## src/rtl/alu_sequencer.sv

```systemverilog
// alu_sequencer: multi-cycle RISC-V R/I-type sequencer driving an external ALU.
// Optional feature: define ALU_SEQ_XOR_EN to execute funct3 100 (xor) as AND then OR.
// Ports:
//   clk, rst_n                    clock, asynchronous active-low reset
//   req_valid/req_ready           request handshake (ready only in IDLE)
//   req_funct3, req_funct7b5      operation select
//   req_a, req_b                  operands (req_b[4:0] is the shift amount)
//   alu_in0, alu_in1, alu_op      external ALU operands and op code (0 when idle)
//   alu_out, alu_of               ALU result bits [30:0] and bit 31
//   rsp_valid/rsp_ready           response handshake
//   rsp_data, rsp_err             result and unsupported-funct3 flag
module alu_sequencer (
  input  logic        clk,
  input  logic        rst_n,
  input  logic        req_valid,
  output logic        req_ready,
  input  logic [2:0]  req_funct3,
  input  logic        req_funct7b5,
  input  logic [31:0] req_a,
  input  logic [31:0] req_b,
  output logic [31:0] alu_in0,
  output logic [31:0] alu_in1,
  output logic [2:0]  alu_op,
  input  logic [30:0] alu_out,
  input  logic        alu_of,
  output logic        rsp_valid,
  input  logic        rsp_ready,
  output logic [31:0] rsp_data,
  output logic        rsp_err
);
`ifdef ALU_SEQ_XOR_EN
  typedef enum logic [2:0] {IDLE, EXEC, SHIFT, XOR2, DONE} state_e;
`else
  typedef enum logic [2:0] {IDLE, EXEC, SHIFT, DONE} state_e;
`endif
  typedef enum logic [3:0] {
    OP_ADD, OP_SUB, OP_AND, OP_OR, OP_SLT, OP_SLL, OP_SRL,
`ifdef ALU_SEQ_XOR_EN
    OP_XOR,
`endif
    OP_BAD
  } op_e;
  state_e      state_q, state_d;
  op_e         op_q, op_d, dec_op;
  logic [31:0] a_q, a_d, b_q, b_d, r_q, r_d;
  logic [4:0]  cnt_q, cnt_d;
  logic        err_q, err_d;
  always_comb begin
    dec_op = OP_BAD;
    case (req_funct3)
      3'b000: dec_op = req_funct7b5 ? OP_SUB : OP_ADD;
      3'b111: dec_op = OP_AND;
      3'b110: dec_op = OP_OR;
      3'b010: dec_op = OP_SLT;
      3'b001: dec_op = OP_SLL;
      3'b101: dec_op = OP_SRL;
`ifdef ALU_SEQ_XOR_EN
      3'b100: dec_op = OP_XOR;
`endif
      default: dec_op = OP_BAD;
    endcase
  end
  // r_q doubles as the shift working register, the xor intermediate and the
  // final response data, so only one 32-bit result register is needed.
  always_comb begin
    state_d = state_q;
    op_d    = op_q;
    a_d     = a_q;
    b_d     = b_q;
    r_d     = r_q;
    cnt_d   = cnt_q;
    err_d   = err_q;
    alu_in0 = '0;
    alu_in1 = '0;
    alu_op  = '0;
    unique case (state_q)
      IDLE: if (req_valid) begin
        a_d   = req_a;
        b_d   = req_b;
        op_d  = dec_op;
        cnt_d = req_b[4:0];
        err_d = dec_op == OP_BAD;
        r_d   = '0;
        if (dec_op == OP_BAD) state_d = DONE;
        else if (dec_op == OP_SLL || dec_op == OP_SRL) begin
          r_d     = req_a;
          state_d = (req_b[4:0] == 5'd0) ? DONE : SHIFT;
        end else state_d = EXEC;
      end
      EXEC: begin
        alu_in0 = a_q;
        alu_in1 = b_q;
        state_d = DONE;
        case (op_q)
          OP_ADD: begin
            alu_op = 3'd2;
            r_d    = {alu_of, alu_out};
          end
          OP_SUB: begin
            alu_op = 3'd3;
            r_d    = {alu_of, alu_out};
          end
          OP_AND: begin
            alu_op = 3'd0;
            r_d    = {a_q[31] & b_q[31], alu_out};
          end
          OP_OR: begin
            alu_op = 3'd1;
            r_d    = {a_q[31] | b_q[31], alu_out};
          end
          // Signs differ: the negative operand is smaller; otherwise a-b cannot overflow.
          OP_SLT: begin
            alu_op = 3'd3;
            r_d    = {31'b0, (a_q[31] ^ b_q[31]) ? a_q[31] : alu_of};
          end
`ifdef ALU_SEQ_XOR_EN
          OP_XOR: begin
            alu_op  = 3'd0;
            r_d     = {1'b0, alu_out};
            state_d = XOR2;
          end
`endif
          default: r_d = r_q;
        endcase
      end
      SHIFT: begin
        alu_in0 = r_q;
        alu_op  = (op_q == OP_SLL) ? 3'd7 : 3'd6;
        r_d     = (op_q == OP_SLL) ? {r_q[30], alu_out} : {1'b0, alu_out};
        cnt_d   = cnt_q - 5'd1;
        state_d = (cnt_q == 5'd1) ? DONE : SHIFT;
      end
`ifdef ALU_SEQ_XOR_EN
      // a^b = (a|b) & ~(a&b); bit 31 is not produced by the ALU for logic ops.
      XOR2: begin
        alu_in0 = a_q;
        alu_in1 = b_q;
        alu_op  = 3'd1;
        r_d     = {a_q[31] ^ b_q[31], alu_out & ~r_q[30:0]};
        state_d = DONE;
      end
`endif
      DONE: state_d = rsp_ready ? IDLE : DONE;
      default: state_d = IDLE;
    endcase
  end
  always_ff @(posedge clk or negedge rst_n) begin
    if (!rst_n) begin
      state_q <= IDLE;
      op_q    <= OP_ADD;
      a_q     <= '0;
      b_q     <= '0;
      r_q     <= '0;
      cnt_q   <= '0;
      err_q   <= 1'b0;
    end else begin
      state_q <= state_d;
      op_q    <= op_d;
      a_q     <= a_d;
      b_q     <= b_d;
      r_q     <= r_d;
      cnt_q   <= cnt_d;
      err_q   <= err_d;
    end
  end
  assign req_ready = state_q == IDLE;
  assign rsp_valid = state_q == DONE;
  assign rsp_data  = rsp_valid ? r_q : '0;
  assign rsp_err   = rsp_valid & err_q;
endmodule

```

## config.mk

```make
export PLATFORM = sky130hd
export DESIGN_NAME = alu_sequencer
export DESIGN_NICKNAME = d
export VERILOG_FILES = /design/src/rtl/alu_sequencer.sv
export SDC_FILE = /design/constraint.sdc
export NUM_CORES = 1
export LEC_CHECK = 0
export ABC_AREA = 1
export BUFFER_PORTS_ARGS = -buffer_cell sky130_fd_sc_hd__buf_2
export CAP_MARGIN = 20
export CORE_UTILIZATION = 40
export CTS_CLUSTER_DIAMETER = 60
export DETAILED_ROUTE_END_ITERATION = 8
export HOLD_SLACK_MARGIN = 0.02
export PLACE_DENSITY = 0.66
export SLEW_MARGIN = 0
export SYNTH_ARGS = -nofsm -noshare
export SYNTH_HDL_FRONTEND = slang
export SYNTH_SLANG_ARGS = --single-unit
```

## constraint.sdc

```tcl
create_clock -name clk -period 4.2 [get_ports clk]
set_input_delay 0.21 -clock clk [delete_from_list [all_inputs] [get_ports clk]]
set_output_delay 0.21 -clock clk [all_outputs]
set_load 0.01 [all_outputs]
```

Word-level counts from Yosys, hierarchy flattened
Index checks and enable logic that the tools add are counted.

Logic and storage cells: 67. Input bits: 104. Output and inout port bits: 102. Register bits after elaboration: 109.

Reductions and logical operators: 12. Bitwise gates (word level): 4. $add $sub $neg: 1. Equality and inequality tests: 19. Muxes and demuxes: 24.

Operator list (number): 2-to-1 mux 32 bit (6); case mux 32 bit (4 select lines) (1); case mux 32 bit (3 select lines) (1); case mux 32 bit (2 select lines) (1); == test 4 x 3 -> 1 bit, second input constant (5); case mux 3 bit (6 select lines) (1); case mux 3 bit (4 select lines) (1); case mux 5 bit (2 select lines) (1); == test 3 x 2 -> 1 bit, second input constant (3); == test 3 bit, second input constant (3); == test 4 x 2 -> 1 bit, second input constant (2); == test 3 x 1 -> 1 bit, second input constant (2); zero test 3 bit (2); 2-to-1 mux 2 bit (3); case mux 2 bit (3 select lines) (1); case mux 3 bit (2 select lines) (1); == test 5 x 1 -> 1 bit, second input constant (1); zero test 5 bit (1); 2-to-1 mux 1 bit (5); 2-to-1 mux 5 bit (1); inequality test 5 bit, second input constant (1); subtractor 5 x 1 -> 5 bit, second input constant (1); == test 4 x 1 -> 1 bit, second input constant (1); zero test 4 bit (1); other kinds (11) (14).

Longest topological paths before layout
Gate-level depths: netlist of run 1.

Depth after elaboration: 8. Depth in mapped cells: 12.

Least setup slack after synthesis of run 1
No wires, ideal clock.

Path type: register -> output. From: reg state_q[0]. To: out alu_in0[10]. Buffers on the path: 2. Slack: 2507 ps. Data required time: 3990 ps. Cell stages (with the launch flop): 7. Arrival time: 1483 ps. Path through: dfrtp_1 > inv_1 > ha_1 > buf_2 > buf_1 > nand2_1 > a21oi_1.

Word-level cells in the longest chain between the ends: 2. Elaborated cells on any way between the ends: 3. Those cells by class: eq/ne (2); mux (1).

RTL lines: from (decl) (line 43) `state_e state_q, state_d;`; from (signal assigned) (line 157) `state_q <= state_d;`; == test 3 x 2 -> 1 bit or == test 3 x 1 -> 1 bit (tied branches) (line 76) `unique case (state_q)`; case mux 32 bit (2 select lines) (*) (line 76); to (decl) (line 21) `output logic [31:0] alu_in0,`.

Every way passes the cells marked *; elsewhere a longest branch is shown, timed or not.

Worst setup path after layout of run 1
From: reg state_q[1]. To: out alu_in0[20].

Same word-level chain as after synthesis.

==> impl_metrics.csv, run 1 <==
group,metric,value,unit
synth,synth_top_family_by_area,"simple AND/OR/NAND/NOR gates",
setup_path,critPathKind,"reg -> out",
cts,cts-root-buf,"clkbuf_16",
floorplanning,rows,45,
setup_path,regToRegStartpoint,"state_q[0]",
cts,clk_pin_slew,0.07,ns
drt,finalWirelength,16970,microns
drt,vias,5911,
cts,cts_buffers,9,
sta,rsz0062_at_grt,"no",
synth,synth_fa_ha_area_frac,0.02808,
synth,synth_area,6238,sq um
pwr,ir_drop,0.3710,mV
global_routing,grt_max_degree,77,
floorplanning,die_h,126.9,microns
synth,ys_warn_count,0,
run_status,status,"completed",
floorplanning,die_area,16100,sq um
sta,finClkSkew,0.004836,ns
synth,synth_xor_area_frac,0.001404,
floorplanning,die-width,126.9,microns
drt,viasPerCell,4.651,
sta,setup_violations,0,
sta,hold_viol,0,
floorplanning,core,15200,sq um
drt,ant_nets,0,
placement,hpwl,11430,microns
setup_path,worstSetupStartpointType,"flip-flop",
finish,area_growth,23.04,%
drt,first_iter_violations,328,
sta,maxClockFrequency,385.9,MHz
synth,syn_avg_cell_area,6.901,sq um
floorplanning,ioPinCount,206,
setup_path,crit_arrival,2.38,ns
cts,clockBufferDepth,2,
synth,yosysSeqAreaShare,0.4292,
sta,whs,0.01086,ns
synth,synthCells,904,
synth,synth_top_cell_area_share,0.4292,
synth,synth_top_area_cell,"dfrtp_1",
synth,synth_area_leaders,"dfrtp_1 43%, nand2_1 30%, inv_1 5.7%, nand3_2 5.1%, a21oi_1 3.2%",
setup_path,endpoint_kind,"output port",
finish,drive_above_1_share,0.2585,
sta,setup_tns,0,ns
synth,synth_compound_area_frac,0.05816,
finish,fillers,1595,
sta,worst-slew-pin-transition,0.9964,ns
sta,slew_violations,0,
synth,muxShareOfSynthArea,0,
sta,period_minus_slack,2.591,ns
drt,drt_pass1_iterations,5,
worst_hold_path,hp-class,"in -> async",
finish,num_antenna_cells,0,
cts,cts_resized,0,
cts,clk_latency,0.34,ns
drt,wl_per_cell,13.35,microns
setup_path,startpoint,"state_q[1]",
synth,ys_types,26,
cts,postCtsSetupBuffers,0,
placement,place.gp.congestion,0.7988,
global_routing,track_usage,0.2162,
sta,fin_crit_sh,0.6170,
setup_path,required,3.99,ns
global_routing,grt_pass1_vias,5494,
finish,stdcell_area,7676,sq um
setup_path,crit_fanout,46,
pwr,power_leakage,4.799,nW
drt,drc,0,
floorplanning,initial_core_util,0.4104,
cts,cts_tree,"done",
global_routing,overflow,0,
placement,port_buffers,205,
sta,relSlewSlack,0.3357,
synth,ys_seq_elements,107,
synth,syn-num-nets,1022,
flow_run,cap_violations,0,
pwr,powerDensity,687.6,nW/um^2
global_routing,grt_pass1_wl,27300,microns
finish,layout.nets,1196,
placement,placed_area,7326,sq um
cts,htreeDepth,3,
synth,synthSimpleGateAreaFrac,0.3797,
cts,cts.sinks,107,
cts,cts_hold_buf,0,
global_routing,antenna_found_initial,0,
[sequential cells by signal, summed over array words and instances (netlist names)]
register	cells
state_q	2
cnt_q	5
r_q	32
err_q	1
op_q	3
a_q	32
b_q	32
[worst max-delay path, stage by stage, from the launching register on]
cell	delay, ns
dfrtp_1	0.42
inv_1	0.09
ha_2	0.49
buf_4	0.52
nand2_1	0.09
a21oi_1	0.22
buf_2	0.17
[cell usage in the layout, fill, tap and decap left out, types with 2 or more instances in the layout]
cell / synthesis / final
a21oi_2: 2 / 2
nor2_2: 2 / 2
o21ai_0: 18 / 18
nor2_1: 8 / 7
inv_1: 94 / 94
ha_1: 14 / 11
nor3_1: 5 / 5
nand3_2: 32 / 32
o22ai_1: 2 / 2
nand2_1: 503 / 502
bufinv_16: 0 / 3
inv_2: 7 / 7
nand3_1: 8 / 8
o21ai_1: 4 / 4
clkbuf_16: 0 / 9
buf_2: 18 / 204
dfrtp_1: 107 / 107
a21oi_1: 40 / 40
buf_4: 3 / 7
ha_2: 0 / 3
o211ai_1: 3 / 3
nand2_2: 2 / 3
[where the power goes]
part | total [W] | switching (W) | internal, W
Sequential | 0.00173 | 0.000266 | 0.00146
Combinational | 0.00256 | 0.00176 | 0.000809
Clock | 0.000985 | 0.000385 | 0.000600
[final cells by class]
class | instances | area [sq um] | share of cell area
clock inverter | 6 | 111.4 | 0.01451
inverter | 101 | 379.1 | 0.04939
clock buffer | 10 | 239.0 | 0.03113
tap | 188 | 235.2 | 0.03064
timing repair buffer | 212 | 1101 | 0.1434
multi-input combinational | 647 | 2933 | 0.3821
sequential | 107 | 2678 | 0.3488
[worst paths after layout]
path                                to  slack (ns)  cells past startpoint
min in group clk               b_q[27]        0.05                      3
hold / removal                  b_q[6]        0.01                      1
setup reg to reg                r_q[0]        1.86                      8
hold reg to reg                 a_q[0]        0.48                      2
setup / recovery           alu_in0[20]        1.61                      6
max in group asynchronous      a_q[25]        3.14                      2
[kinds of logic after synthesis]
logic type / after synthesis
AND/OR/NAND/NOR: 563
buffers and inverters: 150
flip-flops: 107
AO/OA/AOI/OAI: 69
adder cells (fa/ha/maj): 14
XOR/XNOR: 1
[per-stage QoR]
stage	worst slack (ns)	std cells	utilization	total power, W
6_report	1.609	1271	0.5049	0.005278
4_1_cts	1.552	1271	0.5049	0.005335
5_1_grt	1.443	1271	0.5049	0.005751
3_5_place_dp	1.826	1255	0.4819	0.004326
3_3_place_gp	1.879	1254	0.4801	0.004254
2_1_floorplan	2.507	904	-	0.003511
[cells in the mapped netlist]
library cell	n
inv_2	7
clkbuf_1	18
nand2_1	503
buf_12	3
nor3_4	1
inv_1	94
o22ai_1	2
nand4_1	1
buf_2	18
nor2_2	2
o21ai_0	18
xor2_1	1
nor3_1	5
nand2_2	2
buf_1	7
dfrtp_1	107
buf_4	3
ha_1	14
nand3_2	32
o21ai_1	4
a21oi_1	40
a21oi_2	2
nand3_4	1
o211ai_1	3
nor2_1	8
nand3_1	8
[routing by layer]
metal | routed length (microns) | share of wire | vias to the layer above | track usage
li1 | - | - | 3055 | -
met1 | 7928 | 0.47 | 2651 | 0.2853
met2 | 8033 | 0.47 | 190 | 0.3659
met3 | 831 | 0.049 | 15 | 0.03965
met4 | 178 | 0.010 | 0 | 0.05462
met5 | 0 | 0 | - | 0
Note: power is estimated with default switching activity, not from simulation.
==> inputs of run 2 (changes only) <==
ABC_AREA = 0   (was 1)
clock period = 2.6 ns   (was 4.2 ns; I/O delays follow)
==> run 2 against run 1 <==
Net effect:
- clock power is 45% higher
- core utilization increased by 4.1 points
- synthesized cell count down 35%
- largest cell class unchanged
- register-to-register slack worse by 1.5 ns
- non-clock buffer count increased by 40
- power up 48%
- wire length is 2.3% lower
==> impl_metrics.csv, run 2 <==
group,metric,value,unit
run_status,status,"completed",
floorplanning,die_area,15030,sq um
global_routing,track_usage,0.2234,
cts,htreeDepth,3,
synth,synth_top_area_cell,"dfrtp_1",
floorplanning,initial_core_util,0.4142,
setup_path,critPathKind,"reg -> out",
sta,hold_viol,0,
pwr,netSwitchingPower,0.003010,W
global_routing,overflow,0,
drt,ant_nets,0,
synth,post-synth-top-count-cell,"dfrtp_1",
finish,fillers,1261,
synth,syn-num-nets,703,
synth,syn_avg_cell_area,9.943,sq um
worst_hold_path,hp-class,"in -> reg",
worst_hold_path,hold_depth,2,
pwr,p_int,0.004800,W
floorplanning,rows,43,
synth,ys_types,50,
pwr,powerDensity,1018,nW/um^2
pwr,p_comb_frac,0.446,
finish,stdcell_area,7672,sq um
floorplanning,die_h,122.6,microns
setup_path,crit_arrival,2.31,ns
setup_path,r2r-end,"r_q[10]",
pwr,clkPwrFrac,0.183,
setup_path,crit_slowest_cell,"dfrtp_1",
drt,wl_per_cell,16.78,microns
sta,slew_violations,0,
setup_path,endpoint_kind,"output port",
pwr,pwr-share-seq,0.371,
sta,period_minus_slack,2.444,ns
synth,ys_warn_count,0,
synth,synth_edf_count,0,
synth,synth_top_cell_area_share,0.4603,
cts,clockBufferDepth,2,
placement,port_buffers,205,
cts,cts-root-buf,"clkbuf_16",
pwr,switching_share,0.3854,
floorplanning,core,14040,sq um
flow_run,cap_violations,0,
sta,finClkSkew,0.004778,ns
finish,mostFrequentLayoutCells,"204 x buf_2, 107 x dfrtp_1, 69 x nand2_1",
setup_path,regToRegStartpoint,"state_q[0]",
sta,relSlewSlack,0.5102,
placement,hpwl,11320,microns
cts,cts.sinks,107,
setup_path,cp_cell_sequence,"inv_1, ha_1, clkinv_1, buf_12, nor2_1, buf_2",
global_routing,grt_pass1_vias,5235,
global_routing,antenna_found_initial,1,
finish,top_regs,"a_q: 32 flops, b_q: 32 flops, r_q: 32 flops",
floorplanning,ioPinCount,206,
setup_path,r2r_cells,6,
finish,layout_commonest_cell,"buf_2",
setup_path,crit_fanout,26,
drt,drc,0,
cts,cts_buffers,9,
setup_path,crit_buf_inv,4,
placement,place.gp.congestion,0.8324,
drt,finalWirelength,16580,microns
synth,synth_area_leaders,"dfrtp_1 46%, mux2_2 12%, and2_1 7.0%, nand2_1 4.5%, a22oi_1 4.1%",
drt,viasPerCell,5.332,
synth,async_flop_share,1.000,
finish,layout.nets,920,
cts,postCtsSetupBuffers,0,
finish,area_growth,31.90,%
drt,vias,5268,
cts,clk_pin_slew,0.07,ns
pwr,ir_drop,0.4701,mV
synth,synth_area,5817,sq um
finish,drive_above_1_share,0.3879,
synth,yosysSeqAreaShare,0.4603,
global_routing,grt_max_degree,66,
pwr,power_leakage,3.782,nW
setup_path,path_delay_family,"buffers and inverters",
setup_path,worstSetupStartpointType,"flip-flop",
sta,setup_tns,0,ns
finish,multi_input_comb_area,2887,sq um
placement,placed_area,7056,sq um
cts,cts_tree,"done",
worst_hold_path,hp-start,"req_a[0]",
sta,worst-slew-pin-transition,0.7143,ns
synth,ys_seq_elements,107,
sta,maxClockFrequency,409.1,MHz
sta,rsz0062_at_grt,"no",
worst_hold_path,min_to,"a_q[0]",
setup_path,required,2.47,ns
synth,synthTopCellsByCount,"107 x dfrtp_1, 70 x nand2_1, 65 x and2_1",
global_routing,grt_pass1_wl,25980,microns
cts,cts_resized,0,
sta,fin_crit_sh,0.9400,
finish,register_area,2678,sq um
setup_path,max_stage_delay,0.43,ns
floorplanning,die-width,122.6,microns
setup_path,r2r_slack,0.40,ns
synth,ys.flop_type,"dfrtp_1",
drt,first_iter_violations,304,
synth,synthCells,585,
sta,setup_violations,0,
drt,drt_pass1_iterations,5,
cts,clk_latency,0.35,ns
[run 2: changes by cell type after synthesis, moves of 10 or more]
cell | before | now
mux2_2 | 0 | 64
o21ai_0 | 18 | 7
o211ai_1 | 3 | 30
nand2_1 | 503 | 70
and2_1 | 0 | 65
a22oi_1 | 0 | 32
clkbuf_1 | 18 | 28
nand3_1 | 8 | 31
a21oi_1 | 40 | 8
nand3_2 | 32 | 0
inv_1 | 94 | 15
nor2_1 | 8 | 40
[run 2: how the worst max path moves through the flow]
stage / startpoint / endpoint / cells past startpoint
after floorplan: state_q[0] / alu_in0[10] / 7
after global placement: state_q[0] / r_q[13] / 6
after detailed placement: state_q[0] / r_q[10] / 6
after CTS: state_q[0] / alu_in0[0] / 6
after global routing: state_q[0] / alu_in0[0] / 6
final: state_q[0] / alu_in0[0] / 6
[run 2: area by class of cell]
type                            instances  area share
Multi-Input combinational cell        416      0.3762
Antenna cell                            1   0.0003262
Inverter                               16    0.007828
Clock buffer                           12     0.03343
Timing Repair Buffer                  252      0.1963
Sequential cell                       107      0.3490
Clock inverter                          4    0.007502
Tap cell                              180     0.02935
[run 2: kinds of logic (layout without fill, tap and decap cells)]
group	Yosys count	after routing	share of synthesized area
buffers and inverters	62	284	0.04646
other	0	1	0
flip-flops	107	107	0.4603
multiplexers	69	69	0.1334
adder cells (fa/ha/maj)	14	14	0.03011
AND/OR/NAND/NOR	228	228	0.1934
AO/OA/AOI/OAI	105	105	0.1364
[run 2: what timing repair did]
| item | in CTS | in global routing |
|---|---|---|
| endpoints found under the setup margin | 0 | 0 |
| hold endpoints to repair | 71 | 0 |
| hold buffers | 30 | 0 |
[run 2: metrics by stage]
stage / worst slack [ns] / hold WS (ns) / utilization / std cells / total power, W
detailed placement: 0.4162 / 0.1628 / 0.5025 / 941 / 0.006378
global route: 0.007065 / 0.02372 / 0.5462 / 987 / 0.008383
global placement: 0.5090 / 0.1669 / 0.5025 / 941 / 0.006223
floorplan: 0.6896 / -0.1656 / - / 585 / 0.005199
CTS: 0.1344 / 0.02028 / 0.5462 / 987 / 0.007860
finish: 0.1559 / 0.03396 / 0.5464 / 988 / 0.007810
[run 2: power by group through the flow]
| stage | clock, W | sequential, W | combinational, W |
|---|---|---|---|
| detailed placement | 0 | 0.00291 | 0.00346 |
| CTS | 0.00147 | 0.00289 | 0.00350 |
| finish | 0.00143 | 0.00289 | 0.00349 |
| global route | 0.00154 | 0.00299 | 0.00385 |
| floorplan | 0 | 0.00274 | 0.00246 |
| global placement | 0 | 0.00287 | 0.00336 |
[run 2: metal layers]
metal  GRT usage  routed length [microns]  vias up
met5           0                        0        -
met4     0.08155                      327        0
li1            -                        -     2472
met1      0.2834                     7135     2539
met3     0.06134                     1271       30
met2      0.3631                     7845      227
==> inputs of run 3 (changes only) <==
CORE_ASPECT_RATIO = 0.5   (was default)
==> run 3 against run 2 <==
Net effect:
- sequential cell count is the same
- combinational power is 2% lower
- power fell by 0.18%
- non-clock buffer count down 5
- count of clock-buffer cells in the layout shrank 1
- wire length shrank 4.2%
- sequential power barely moved
==> impl_metrics.csv, run 3 (synthesis results as in run 2) <==
group,metric,value,unit
global_routing,antenna_found_initial,0,
global_routing,grt_pass1_wl,25360,microns
setup_path,worstSetupStartpointType,"flip-flop",
sta,hold_viol,0,
placement,port_buffers,205,
pwr,switching_share,0.3816,
cts,cts_buffers,9,
placement,dp_worst_setup_slack,0.4848,ns
drt,ant_nets,0,
setup_path,cp_cell_sequence,"inv_1, ha_2, buf_4, a22oi_1, nor2_1, buf_2",
placement,dp_cells,953,
global_routing,grt_pass1_vias,4984,
setup_path,critPathKind,"reg -> out",
sta,relSlewSlack,0.6240,
finish,mostFrequentLayoutCells,"204 x buf_2, 107 x dfrtp_1, 69 x nand2_1",
floorplanning,ioPinCount,206,
sta,setup_ws,0.2929,ns
finish,layout_commonest_cell,"buf_2",
floorplanning,initial_core_util,0.4200,
sta,finClkSkew,0.009431,ns
global_routing,grt_max_degree,51,
floorplanning,rows,30,
setup_path,crit_slowest_cell,"ha_2",
pwr,pwr-share-seq,0.369,
sta,setup_violations,0,
worst_hold_path,hp-class,"in -> reg",
cts,htreeDepth,3,
sta,whs,0.03428,ns
global_routing,track_usage,0.2124,
pwr,netSwitchingPower,0.002975,W
pwr,ir_drop,0.4587,mV
run_status,status,"completed",
finish,final_cells,994,
cts,cts_resized,0,
setup_path,crit_arrival,2.18,ns
drt,drt_pass1_iterations,5,
finish,drive_above_1_share,0.3890,
finish,area_growth,31.32,%
pwr,p_comb_frac,0.440,
finish,top_regs,"a_q: 32 flops, b_q: 32 flops, r_q: 32 flops",
sta,worst-slew-pin-transition,0.5641,ns
pwr,power_leakage,3.761,nW
setup_path,max_stage_delay,0.55,ns
cts,cts-root-buf,"clkbuf_16",
cts,cts_tree,"done",
pwr,p_int,0.004821,W
pwr,powerDensity,1021,nW/um^2
drt,first_iter_violations,257,
sta,setup_tns,0,ns
cts,postCtsSetupBuffers,0,
setup_path,endpoint_kind,"output port",
floorplanning,die_area,15060,sq um
setup_path,path_delay_family,"buffers and inverters",
drt,finalWirelength,15880,microns
sta,period_minus_slack,2.307,ns
floorplanning,die_h,87.27,microns
setup_path,crit_fanout,25,
cts,cts_hold_buf,25,
drt,drc,0,
sta,slew_violations,0,
finish,num_antenna_cells,0,
global_routing,overflow,0,
floorplanning,core,13850,sq um
sta,rsz0062_at_grt,"no",
placement,hpwl,10860,microns
placement,place.gp.congestion,0.7959,
flow_run,cap_violations,0,
pwr,clkPwrFrac,0.190,
cts,clockBufferDepth,2,
finish,layout.nets,915,
drt,vias,5165,
setup_path,crit_buf_inv,3,
cts,clk_pin_slew,0.08,ns
setup_path,required,2.47,ns
sta,maxClockFrequency,433.4,MHz
drt,viasPerCell,5.196,
floorplanning,die-width,172.5,microns
drt,wl_per_cell,15.98,microns
sta,fin_crit_sh,0.8873,
cts,clk_latency,0.35,ns
cts,cts.sinks,107,
run 3: worst reg2reg max path, cell delays in order, from the launching register on:
cell and delay [ns]:
dfrtp_1 0.43, inv_1 0.10, ha_2 0.55, o21ai_0 0.22, a21oi_2 0.15, buf_4 0.35
nand3_1 0.14, o211ai_1 0.12
run 3: path summary, 6_finish.rpt:
path	startpoint	end	slack, ns	cells after the start
worst min-delay path	req_a[23]	a_q[23]	0.03	2
worst min register to register	err_q	err_q	0.48	2
worst max-delay path	state_q[0]	alu_in0[21]	0.29	6
max in group asynchronous	rst_n	r_q[22]	1.57	3
min in group asynchronous	rst_n	b_q[6]	0.28	2
worst max register to register	state_q[0]	r_q[7]	0.45	7
run 3: power by group through the flow:
stage / registers [W] / clock network, W / logic, W
floorplan: 0.00274 / 0 / 0.00246
global placement: 0.00287 / 0 / 0.00332
detailed placement: 0.00290 / 0 / 0.00341
CTS: 0.00288 / 0.00151 / 0.00345
global route: 0.00298 / 0.00158 / 0.00378
finish: 0.00288 / 0.00148 / 0.00343
run 3: per-layer routing:
layer  GRT usage  wire (microns)  up-vias
met2      0.3735            7877      158
met4     0.06088             248        0
met1      0.2693            7050     2522
li1            -               -     2464
met3     0.04145             704       21
met5           0               0        -
run 3: final cells by class:
class	count	area (sq um)
repair buffers	247	1456
inverters	16	60.06
fillers	1268	6212
flip-flops and latches	107	2678
clock inverters	5	85.08
clock buffers	11	232.7
well taps	192	240.2
multi-input cells	416	2887
run 3: per-stage QoR:
stage	total power (W)	cell area, sq um	util
floorplan	0.005199	5817	-
global route	0.008344	7639	0.5515
finish	0.007796	7639	0.5515
detailed placement	0.006313	7071	0.5105
CTS	0.007837	7639	0.5515
global placement	0.006191	7071	0.5105
